File: config.mk
export PLATFORM = sky130hd
export DESIGN_NAME = sccb_arbiter_flat
export DESIGN_NICKNAME = d
export VERILOG_FILES = /design/src/rtl/sccb_arbiter_pkg.sv /design/src/rtl/sccb_arbiter_if.sv /design/src/rtl/sccb_rr_pick.sv /design/src/rtl/sccb_arbiter.sv /design/src/flat_wrapper.sv
export SDC_FILE = /design/constraint.sdc
export NUM_CORES = 1
export LEC_CHECK = 0
export CORE_UTILIZATION = 63
export DETAILED_ROUTE_END_ITERATION = 6
export DONT_BUFFER_PORTS = 1
export MAX_ROUTING_LAYER = met4
export PLACE_DENSITY = 0.79
export SLEW_MARGIN = 40
export SYNTH_ARGS = -nofsm -noshare
export SYNTH_HDL_FRONTEND = slang
export SYNTH_SLANG_ARGS = --single-unit
export TNS_END_PERCENT = 100
File: constraint.sdc
create_clock -name config_clk -period 2.91 [get_ports config_clk]
set_input_delay 0.7275 -clock config_clk [delete_from_list [all_inputs] [get_ports config_clk]]
set_output_delay 0.7275 -clock config_clk [all_outputs]
set_load 0.01 [all_outputs]
File: src/rtl/sccb_arbiter_pkg.sv
// Shared SCCB command/response encodings, arbiter state type and index-width helper.
package sccb_arbiter_pkg;

  localparam int SCCB_ADDR_W = 15;

  localparam logic [2:0] MCMD_IDLE = 3'b000;
  localparam logic [2:0] MCMD_WR   = 3'b001;
  localparam logic [2:0] MCMD_RD   = 3'b010;

  localparam logic [1:0] SRESP_NULL = 2'b00;
  localparam logic [1:0] SRESP_DVA  = 2'b01;
  localparam logic [1:0] SRESP_ERR  = 2'b11;

  typedef enum logic [1:0] {
    ST_IDLE = 2'd0,
    ST_CMD  = 2'd1,
    ST_RESP = 2'd2
  } state_t;

  // Requester index width for the supported range of 2..4 requesters.
  function automatic int idx_width(input int n);
    return (n > 2) ? 2 : 1;
  endfunction

endpackage

File: src/rtl/sccb_arbiter_if.sv
// Command/response port between the arbiter (master side) and the downstream SCCB master engine (slave side).
interface sccb_arbiter_if;
  import sccb_arbiter_pkg::*;

  logic [2:0]             mcmd;
  logic [SCCB_ADDR_W-1:0] maddr;
  logic [7:0]             mdata;
  logic                   scmdaccept;
  logic [1:0]             sresp;
  logic [7:0]             sdata;

  modport master (output mcmd, maddr, mdata, input scmdaccept, sresp, sdata);
  modport slave  (input mcmd, maddr, mdata, output scmdaccept, sresp, sdata);

endinterface

File: src/rtl/sccb_rr_pick.sv
// Combinational round-robin picker: first pending requester at or after rr_ptr, ascending with wrap.
module sccb_rr_pick #(
  parameter int NREQ  = 2,
  parameter int IDX_W = 1
) (
  input  logic [NREQ-1:0]  pending,
  input  logic [IDX_W-1:0] rr_ptr,
  output logic [NREQ-1:0]  win_onehot,
  output logic [IDX_W-1:0] win_idx,
  output logic             any_valid
);

  int slot;

  // NOTE: every output gets a default before the search so no path leaves a latch behind.
  always_comb begin
    win_onehot = '0;
    win_idx    = '0;
    any_valid  = 1'b0;
    slot       = 0;
    for (int k = 0; k < NREQ; k++) begin
      slot = int'(rr_ptr) + k;
      if (slot >= NREQ) slot = slot - NREQ;
      for (int i = 0; i < NREQ; i++) begin
        if (i == slot && pending[i] && !any_valid) begin
          any_valid     = 1'b1;
          win_onehot[i] = 1'b1;
          win_idx       = IDX_W'(i);
        end
      end
    end
  end

endmodule

File: src/rtl/sccb_arbiter.sv
// Round-robin arbiter sharing one SCCB master command port between NREQ requesters.
// Optional watchdog abort enabled by defining SCCB_ARB_TIMEOUT_EN.
module sccb_arbiter
  import sccb_arbiter_pkg::*;
#(
  parameter int          NREQ        = 2,
  parameter logic [15:0] TIMEOUT_CYC = 16'hFFFF
) (
  input  logic                        config_clk,
  input  logic                        config_reset_n,
  input  logic [3*NREQ-1:0]           req_mcmd,
  input  logic [SCCB_ADDR_W*NREQ-1:0] req_maddr,
  input  logic [8*NREQ-1:0]           req_mdata,
  output logic [NREQ-1:0]             req_scmdaccept,
  output logic [2*NREQ-1:0]           req_sresp,
  output logic [7:0]                  req_sdata,
  sccb_arbiter_if.master              sccb,
  output logic [NREQ-1:0]             grant,
  output logic                        busy
);

  localparam int IDX_W = idx_width(NREQ);

  state_t                 state;
  logic [IDX_W-1:0]       rr_ptr, grant_idx, win_idx, next_ptr;
  logic [NREQ-1:0]        pending, win_onehot;
  logic                   any_valid, complete, abort;
  logic [2:0]             mcmd_q, sel_cmd;
  logic [SCCB_ADDR_W-1:0] maddr_q, sel_addr;
  logic [7:0]             mdata_q, sel_data, sdata_q;

  always_comb begin
    pending = '0;
    for (int i = 0; i < NREQ; i++) pending[i] = (req_mcmd[3*i +: 3] != MCMD_IDLE);
  end

  sccb_rr_pick #(.NREQ(NREQ), .IDX_W(IDX_W)) u_pick (
    .pending    (pending),
    .rr_ptr     (rr_ptr),
    .win_onehot (win_onehot),
    .win_idx    (win_idx),
    .any_valid  (any_valid)
  );

  always_comb begin
    sel_cmd  = MCMD_IDLE;
    sel_addr = '0;
    sel_data = '0;
    for (int i = 0; i < NREQ; i++) begin
      if (win_onehot[i]) begin
        sel_cmd  = req_mcmd[3*i +: 3];
        sel_addr = req_maddr[SCCB_ADDR_W*i +: SCCB_ADDR_W];
        sel_data = req_mdata[8*i +: 8];
      end
    end
  end

  // A response accepted together with the command finishes the transaction without visiting RESP.
  always_comb begin
    case (state)
      ST_CMD:  complete = sccb.scmdaccept && (sccb.sresp != SRESP_NULL);
      ST_RESP: complete = (sccb.sresp != SRESP_NULL);
      default: complete = 1'b0;
    endcase
  end

`ifdef SCCB_ARB_TIMEOUT_EN
  logic [15:0] wd_cnt;

  assign abort = (state != ST_IDLE) && (wd_cnt == TIMEOUT_CYC) && !complete;

  always_ff @(posedge config_clk or negedge config_reset_n) begin
    if (!config_reset_n)               wd_cnt <= '0;
    else if (state == ST_IDLE)         wd_cnt <= '0;
    else if (wd_cnt != TIMEOUT_CYC)    wd_cnt <= wd_cnt + 16'd1;
  end
`else
  assign abort = 1'b0;
`endif

  assign next_ptr = (grant_idx == IDX_W'(NREQ - 1)) ? '0 : grant_idx + 1'b1;

  // NOTE: all state here is updated with non-blocking assignments so every register samples pre-edge values.
  always_ff @(posedge config_clk or negedge config_reset_n) begin
    if (!config_reset_n) begin
      state     <= ST_IDLE;
      rr_ptr    <= '0;
      grant_idx <= '0;
      grant     <= '0;
      mcmd_q    <= MCMD_IDLE;
      maddr_q   <= '0;
      mdata_q   <= '0;
      sdata_q   <= '0;
    end else begin
      case (state)
        ST_IDLE: begin
          if (any_valid) begin
            mcmd_q    <= sel_cmd;
            maddr_q   <= sel_addr;
            mdata_q   <= sel_data;
            grant     <= win_onehot;
            grant_idx <= win_idx;
            state     <= ST_CMD;
          end
        end
        ST_CMD, ST_RESP: begin
          if (complete || abort) begin
            state  <= ST_IDLE;
            grant  <= '0;
            rr_ptr <= next_ptr;
            mcmd_q <= MCMD_IDLE;
            if (complete) sdata_q <= sccb.sdata;
          end else if (state == ST_CMD && sccb.scmdaccept) begin
            mcmd_q <= MCMD_IDLE;
            state  <= ST_RESP;
          end
        end
        default: state <= ST_IDLE;
      endcase
    end
  end

  always_comb begin
    req_scmdaccept = '0;
    req_sresp      = '0;
    for (int i = 0; i < NREQ; i++) begin
      if (grant[i]) begin
        req_scmdaccept[i] = (state == ST_CMD) && sccb.scmdaccept;
        if (complete)   req_sresp[2*i +: 2] = sccb.sresp;
        else if (abort) req_sresp[2*i +: 2] = SRESP_ERR;
      end
    end
  end

  assign req_sdata  = complete ? sccb.sdata : sdata_q;
  assign busy       = (state != ST_IDLE);
  assign sccb.mcmd  = mcmd_q;
  assign sccb.maddr = maddr_q;
  assign sccb.mdata = mdata_q;

endmodule

File: src/flat_wrapper.sv
// flat-port wrapper written by rule: the top's interface ports become plain ports
module sccb_arbiter_flat import sccb_arbiter_pkg::*;
#(
  parameter int          NREQ        = 2,
  parameter logic [15:0] TIMEOUT_CYC = 16'hFFFF
)
  (config_clk, config_reset_n, req_mcmd, req_maddr, req_mdata, req_scmdaccept, req_sresp, req_sdata, grant, busy, sccb_mcmd, sccb_maddr, sccb_mdata, sccb_scmdaccept, sccb_sresp, sccb_sdata);
  sccb_arbiter_if sccb_i ();
  input  logic config_clk;
  input  logic config_reset_n;
  input  logic [3*NREQ-1:0] req_mcmd;
  input  logic [SCCB_ADDR_W*NREQ-1:0] req_maddr;
  input  logic [8*NREQ-1:0] req_mdata;
  output logic [NREQ-1:0] req_scmdaccept;
  output logic [2*NREQ-1:0] req_sresp;
  output logic [7:0] req_sdata;
  output logic [NREQ-1:0] grant;
  output logic busy;
  output wire logic [$bits(sccb_i.mcmd)-1:0] sccb_mcmd;
  output wire logic [$bits(sccb_i.maddr)-1:0] sccb_maddr;
  output wire logic [$bits(sccb_i.mdata)-1:0] sccb_mdata;
  input wire logic [$bits(sccb_i.scmdaccept)-1:0] sccb_scmdaccept;
  input wire logic [$bits(sccb_i.sresp)-1:0] sccb_sresp;
  input wire logic [$bits(sccb_i.sdata)-1:0] sccb_sdata;
  assign sccb_mcmd = sccb_i.mcmd;
  assign sccb_maddr = sccb_i.maddr;
  assign sccb_mdata = sccb_i.mdata;
  assign sccb_i.scmdaccept = sccb_scmdaccept;
  assign sccb_i.sresp = sccb_sresp;
  assign sccb_i.sdata = sccb_sdata;
  sccb_arbiter #(.NREQ(NREQ), .TIMEOUT_CYC(TIMEOUT_CYC)) u_core (.config_clk(config_clk), .config_reset_n(config_reset_n), .req_mcmd(req_mcmd), .req_maddr(req_maddr), .req_mdata(req_mdata), .req_scmdaccept(req_scmdaccept), .req_sresp(req_sresp), .req_sdata(req_sdata), .sccb(sccb_i), .grant(grant), .busy(busy));
endmodule
==> results of run 1 <==
==> layout make-up <==
type                    count  area [sq um]  share of cell area
clock buffers               6          41.3              0.0182
clock inverters             2          35.0              0.0154
inverters                   3          11.3             0.00496
multi-input cells         138          1090               0.482
flip-flops and latches     40          1000               0.441
well taps                  46          57.6              0.0253
repair buffers              4          31.3              0.0138
==> sequential cells by signal (all words and copies together), names as in the netlist <==
| register | cells |
|---|---|
| u_core.sccb.mcmd | 3 |
| u_core.sdata_q | 8 |
| u_core.rr_ptr | 1 |
| u_core.sccb.mdata | 8 |
| u_core.sccb.maddr | 15 |
| u_core.grant_idx | 1 |
| u_core.state | 2 |
| u_core.grant | 2 |
==> stage by stage <==
| stage | util | instance area, sq um | hold WS [ns] | setup WS [ns] |
|---|---|---|---|---|
| floorplan | - | 2190 | 0.418 | 0.553 |
| global placement | 0.652 | 2180 | 0.433 | 0.572 |
| detailed placement | 0.652 | 2180 | 0.433 | 0.473 |
| CTS | 0.675 | 2250 | 0.0450 | 0.0416 |
| global route | 0.681 | 2270 | 0.0249 | 0.0328 |
| finish | 0.681 | 2270 | 0.0628 | 0.143 |
==> synth_stat cells (all sizes together) <==
library cell,n
a31oi,1
nor2,40
a221oi,18
a31o,1
or3,2
o21ai,3
o31ai,1
buf,11
nand3,5
mux2i,1
inv,3
dfrtp,40
o21a,2
a21oi,7
nand2,10
mux2,17
and3,6
ha,4
nand2b,1
nor3,4
o21bai,1
o221ai,1
nor3b,1
a22o,7
a32oi,5
==> per-layer routing <==
metal  global-route usage  vias to the layer above  routed length [um]
met3               0.0746                       11                 335
met4                0.101                        0                  80
met5                    -                        -                   0
met2                0.466                       69                2600
li1                     -                      709                   -
met1                0.324                      823                1770
==> worst max-delay path, delay by kind of cell (launching register included) <==
kind	cells	cell delay, ns
adder cells (fa/ha/maj)	1	0.38
buffers and inverters	2	0.28
flip-flops	1	0.42
multiplexers	1	0.38
AND/OR/NAND/NOR	1	0.24
==> how the worst max path moves through the flow <==
stage | startpoint | endpoint | slack (ns) | cells after the start
4_1_cts | u_core.state[0] | req_sdata[1] | 0.04 | 5
3_5_place_dp | u_core.state[0] | req_sdata[1] | 0.47 | 5
5_1_grt | u_core.state[1] | req_sdata[1] | 0.03 | 6
2_1_floorplan | sccb_scmdaccept | req_sdata[0] | 0.55 | 4
3_3_place_gp | u_core.state[0] | req_sdata[2] | 0.57 | 5
6_report | u_core.state[0] | req_sdata[1] | 0.14 | 5
==> logic make-up (layout without fill, tap and decap cells) <==
family | count (synthesis) | count (layout) | share of synthesized area
flip-flops | 40 | 40 | 0.458
buffers and inverters | 14 | 15 | 0.0486
multiplexers | 18 | 18 | 0.0921
adder cells (fa/ha/maj) | 4 | 4 | 0.0229
AO/OA/AOI/OAI | 47 | 47 | 0.222
AND/OR/NAND/NOR | 69 | 69 | 0.157
==> power by group <==
group          switching (mW)  internal, mW  total, mW  leakage [nW]
combinational           0.810         0.617       1.43         0.431
clock                   0.173         0.180      0.353        0.0422
sequential              0.299         0.841       1.14         0.468
total                    1.28          1.64       2.92         0.941
==> reports/qor.csv, run 1 <==
metric,value,unit
die_w,60.9,um
critPathMaxFanout,11,
drive_gt1_frac,0.326,
htree_levels,2,
yosys_warnings,0,
mostFrequentLayoutCells,"40 x dfrtp_1, 30 x nor2_1, 17 x mux2_2, 14 x a221oi_2",
maxCapViolations,0,
synthToLayoutAreaGrowth,3.89,%
grt_max_degree,41,
ys_ff_latch,40,
syn_avg_cell_area,11.4,sq um
r2r-start,u_core.state[0],
cp_data_arrival_time,2.04,ns
grtUsageTotal,0.279,
cts_setup_buffers,0,
timing.rr.end,u_core.sccb.mcmd[2],
netlist_instances,192,
ant_nets,0,
ys_seq_area_frac,0.458,
drt_iter0_drc,80,
fin_setup_tns,0,ns
numCtsBuffers,5,
globalRouteOverflowTotal,0,
cts_tree,built,
ctsRootBufferMaster,clkbuf_4,
antenna_found_initial,0,
synth_nets,261,
clkLatencyLatePin,0.34,ns
drc,0,
rsz0062_at_grt,false,
tightest_slew,0.808,ns
path_cells,"inv_1, ha_2, nor3b_4, buf_6, mux2_2",
die_y,60.9,um
layout_min_cycle_time,2.77,ns
placed_cells,230,
dp_hpwl,3.48,mm
synth_largest_area_cell,dfrtp_1,
critical-path-slowest-cell,dfrtp_1,
drt-wirelength-per-cell,20.1,um
leakagePower,0.941,nW
slew_viol_final,0,
clock_sinks,40,
rrSetupSlack,1.02,ns
fmax,361,MHz
netlist.area_leader.share,0.458,
netlist_area,2190,sq um
clkTransAtPathRegs,0.12,ns
powerDensity,1290,nW/um^2
wl,4.79,mm
worst_setup_path_start_kind,flip-flop,
clockBufferDepth,2,
dr.pass1.iters,4,
cp.required,2.18,ns
finalHoldViolCount,0,
dr_total_vias,1612,
core,3340,sq um
portBuffers,0,
crit_type,flip-flop to output pin,
dieArea,3710,sq um
nets,261,
ios,108,
relSlewSlack,0.459,
ctsResizeCount,0,
cts_hold_buf,0,
grt_pass1_wl,7.07,mm
fill_cells,274,
fin_crit_sh,0.951,
setup_viol,0,
place.gp.congestion,0.737,
start_util,0.655,
min_path_type,primary input to asynchronous set/reset pin,
crit_path_max_incr_delay,0.42,ns
finalNonFillerCells,239,
status,"complete, no violations",
synth.distinct_cells,36,
fin_skew,0.00701,ns
grt_pass1_vias,1503,
cp-end-kind,output pin,
avgViaCountPerCell,6.74,
synthTopCellsByArea,"dfrtp_1 46%, a221oi_2 9.6%, mux2_2 8.8%",
rows,21,
antenna_cells,0,
finalPower,2.92,mW
peakVddDrop,0.000582,V
reg2reg_depth,6,
layout_commonest_cell,dfrtp_1,
(Power assumes the default switching activity.)
==> inputs of run 2 (changes only) <==
--- a/config.mk
+++ b/config.mk
@@ -10,6 +10,7 @@
 export DONT_BUFFER_PORTS = 1
 export MAX_ROUTING_LAYER = met4
 export PLACE_DENSITY = 0.79
+export SETUP_SLACK_MARGIN = 0.5
 export SLEW_MARGIN = 40
 export SYNTH_ARGS = -nofsm -noshare
 export SYNTH_HDL_FRONTEND = slang
==> constraint.sdc (replaced) <==
create_clock -name config_clk -period 2.91 [get_ports config_clk]
set_input_delay 0.582 -clock config_clk [delete_from_list [all_inputs] [get_ports config_clk]]
set_output_delay 0.582 -clock config_clk [all_outputs]
set_load 0.01 [all_outputs]
==> reports/qor.csv, run 2 (synthesis gave the netlist of run 1 again) <==
metric,value,unit
status,"complete, no violations",
layout_min_cycle_time,2.46,ns
hold_slack,0.0641,ns
r2r-start,u_core.state[0],
antenna_cells,0,
crit_type,flip-flop to output pin,
min_path_type,primary input to asynchronous set/reset pin,
fmax,407,MHz
clockBufferDepth,2,
globalRouteOverflowTotal,0,
grtUsageTotal,0.303,
antenna_found_initial,0,
place.gp.congestion,0.794,
leakagePower,1.03,nW
finalWorstSetupSlack,0.453,ns
drc,0,
ios,108,
fin_skew,0.00365,ns
cp-end-kind,output pin,
cp.required,2.33,ns
grt_pass1_vias,1620,
clock_sinks,40,
switching_power,1.42,mW
fin_crit_sh,0.844,
rsz0062_at_grt,true,
portBuffers,0,
drt-wirelength-per-cell,21.4,um
relSlewSlack,0.436,
powerDensity,1300,nW/um^2
rows,21,
cts_tree,built,
clkLatencyLatePin,0.34,ns
ant_nets,0,
dr.pass1.iters,4,
start_util,0.655,
peakVddDrop,0.000568,V
grt_pass1_wl,7.65,mm
reg2reg_depth,8,
slew_viol_final,0,
place_area,2180,sq um
numCtsBuffers,5,
maxCapViolations,0,
dr_total_vias,1649,
clockPowerShare,0.096,
rrSetupSlack,0.91,ns
synthToLayoutAreaGrowth,13.8,%
crit_path_max_incr_delay,0.43,ns
core,3340,sq um
drive_gt1_frac,0.415,
p_seq_frac,0.356,
timing.rr.end,u_core.sccb.mcmd[2],
fill_cells,233,
htree_levels,2,
cp_data_arrival_time,1.88,ns
layout_commonest_cell,dfrtp_1,
largest_reg_flops,15,
mostFrequentLayoutCells,"39 x dfrtp_1, 30 x nor2_1, 14 x a221oi_2, 11 x buf_4",
final_cell_area,2490,sq um
critPathMaxFanout,6,
avgViaCountPerCell,6.57,
critical-path-slowest-cell,dfrtp_2,
die_y,60.9,um
die_w,60.9,um
p_int,1.82,mW
wl,5.36,mm
drt_iter0_drc,99,
dieArea,3710,sq um
setup_viol,0,
sw_frac_of_total,0.439,
path_cells,"inv_4, ha_4, nor3b_4, buf_6, mux2_4",
combPwrFrac,0.548,
ctsRootBufferMaster,clkbuf_4,
grt_max_degree,41,
dp_hpwl,3.41,mm
tightest_slew,0.842,ns
worst_setup_path_start_kind,flip-flop,
finalHoldViolCount,0,
fin_setup_tns,0,ns
nets,274,
post-place-ws,0.645,ns
clkTransAtPathRegs,0.11,ns
[run 2: repair_timing]
item,in CTS,in global routing
gates cloned,2,0
setup buffers,6,5
hold endpoints to repair,40,0
pin swaps,5,8
hold buffers,1,0
resized for setup,24,8
endpoints found under the setup margin,12,12
[run 2: how the worst max path moves through the flow]
| stage | cells after the start | from | end |
|---|---|---|---|
| floorplan | 5 | u_core.state[0] | req_sdata[0] |
| global placement | 5 | u_core.state[0] | req_sdata[2] |
| detailed placement | 5 | u_core.state[0] | req_sdata[1] |
| CTS | 6 | u_core.state[1] | req_sdata[1] |
| global route | 5 | u_core.state[0] | req_sdata[1] |
| finish | 5 | u_core.state[0] | req_sdata[1] |
[run 2: critical path: cells and delay by family (launching register included)]
kind                       cells  cell delay, ns
DFF                            1            0.43
muxes                          1            0.33
adders and majority gates      1            0.27
and+or+nand+nor                1            0.26
buffers and inverters          2            0.25
[run 2: area by class of cell]
class | count | area, sq um | area share
Clock buffer | 7 | 65.1 | 0.0261
Sequential cell | 40 | 1000 | 0.403
Tap cell | 46 | 57.6 | 0.0231
Inverter | 3 | 13.8 | 0.00553
Multi-Input combinational cell | 138 | 1190 | 0.477
Timing Repair Buffer | 17 | 163 | 0.0653
[run 2: metal layers]
metal	vias up	global-route usage	wire, um
li1	735	-	-
met1	810	0.326	2000
met2	89	0.515	2860
met3	15	0.0832	379
met4	0	0.146	122
met5	-	-	0
[run 2: metrics by stage]
step / utilization / total power, mW / std cells
final: 0.746 / 3.24 / 251
after global routing: 0.746 / 3.43 / 251
after detailed placement: 0.652 / 2.54 / 230
after global placement: 0.652 / 2.43 / 230
after CTS: 0.724 / 3.11 / 246
after floorplan: - / 2.32 / 192
[run 2: power by group through the flow]
stage                     Clock (mW)  Combinational (mW)  Sequential, mW
after global placement             0                1.30            1.13
after global routing           0.341                1.91            1.19
after floorplan                    0                1.23            1.08
final                          0.311                1.78            1.15
after CTS                      0.313                1.65            1.14
after detailed placement           0                1.39            1.15
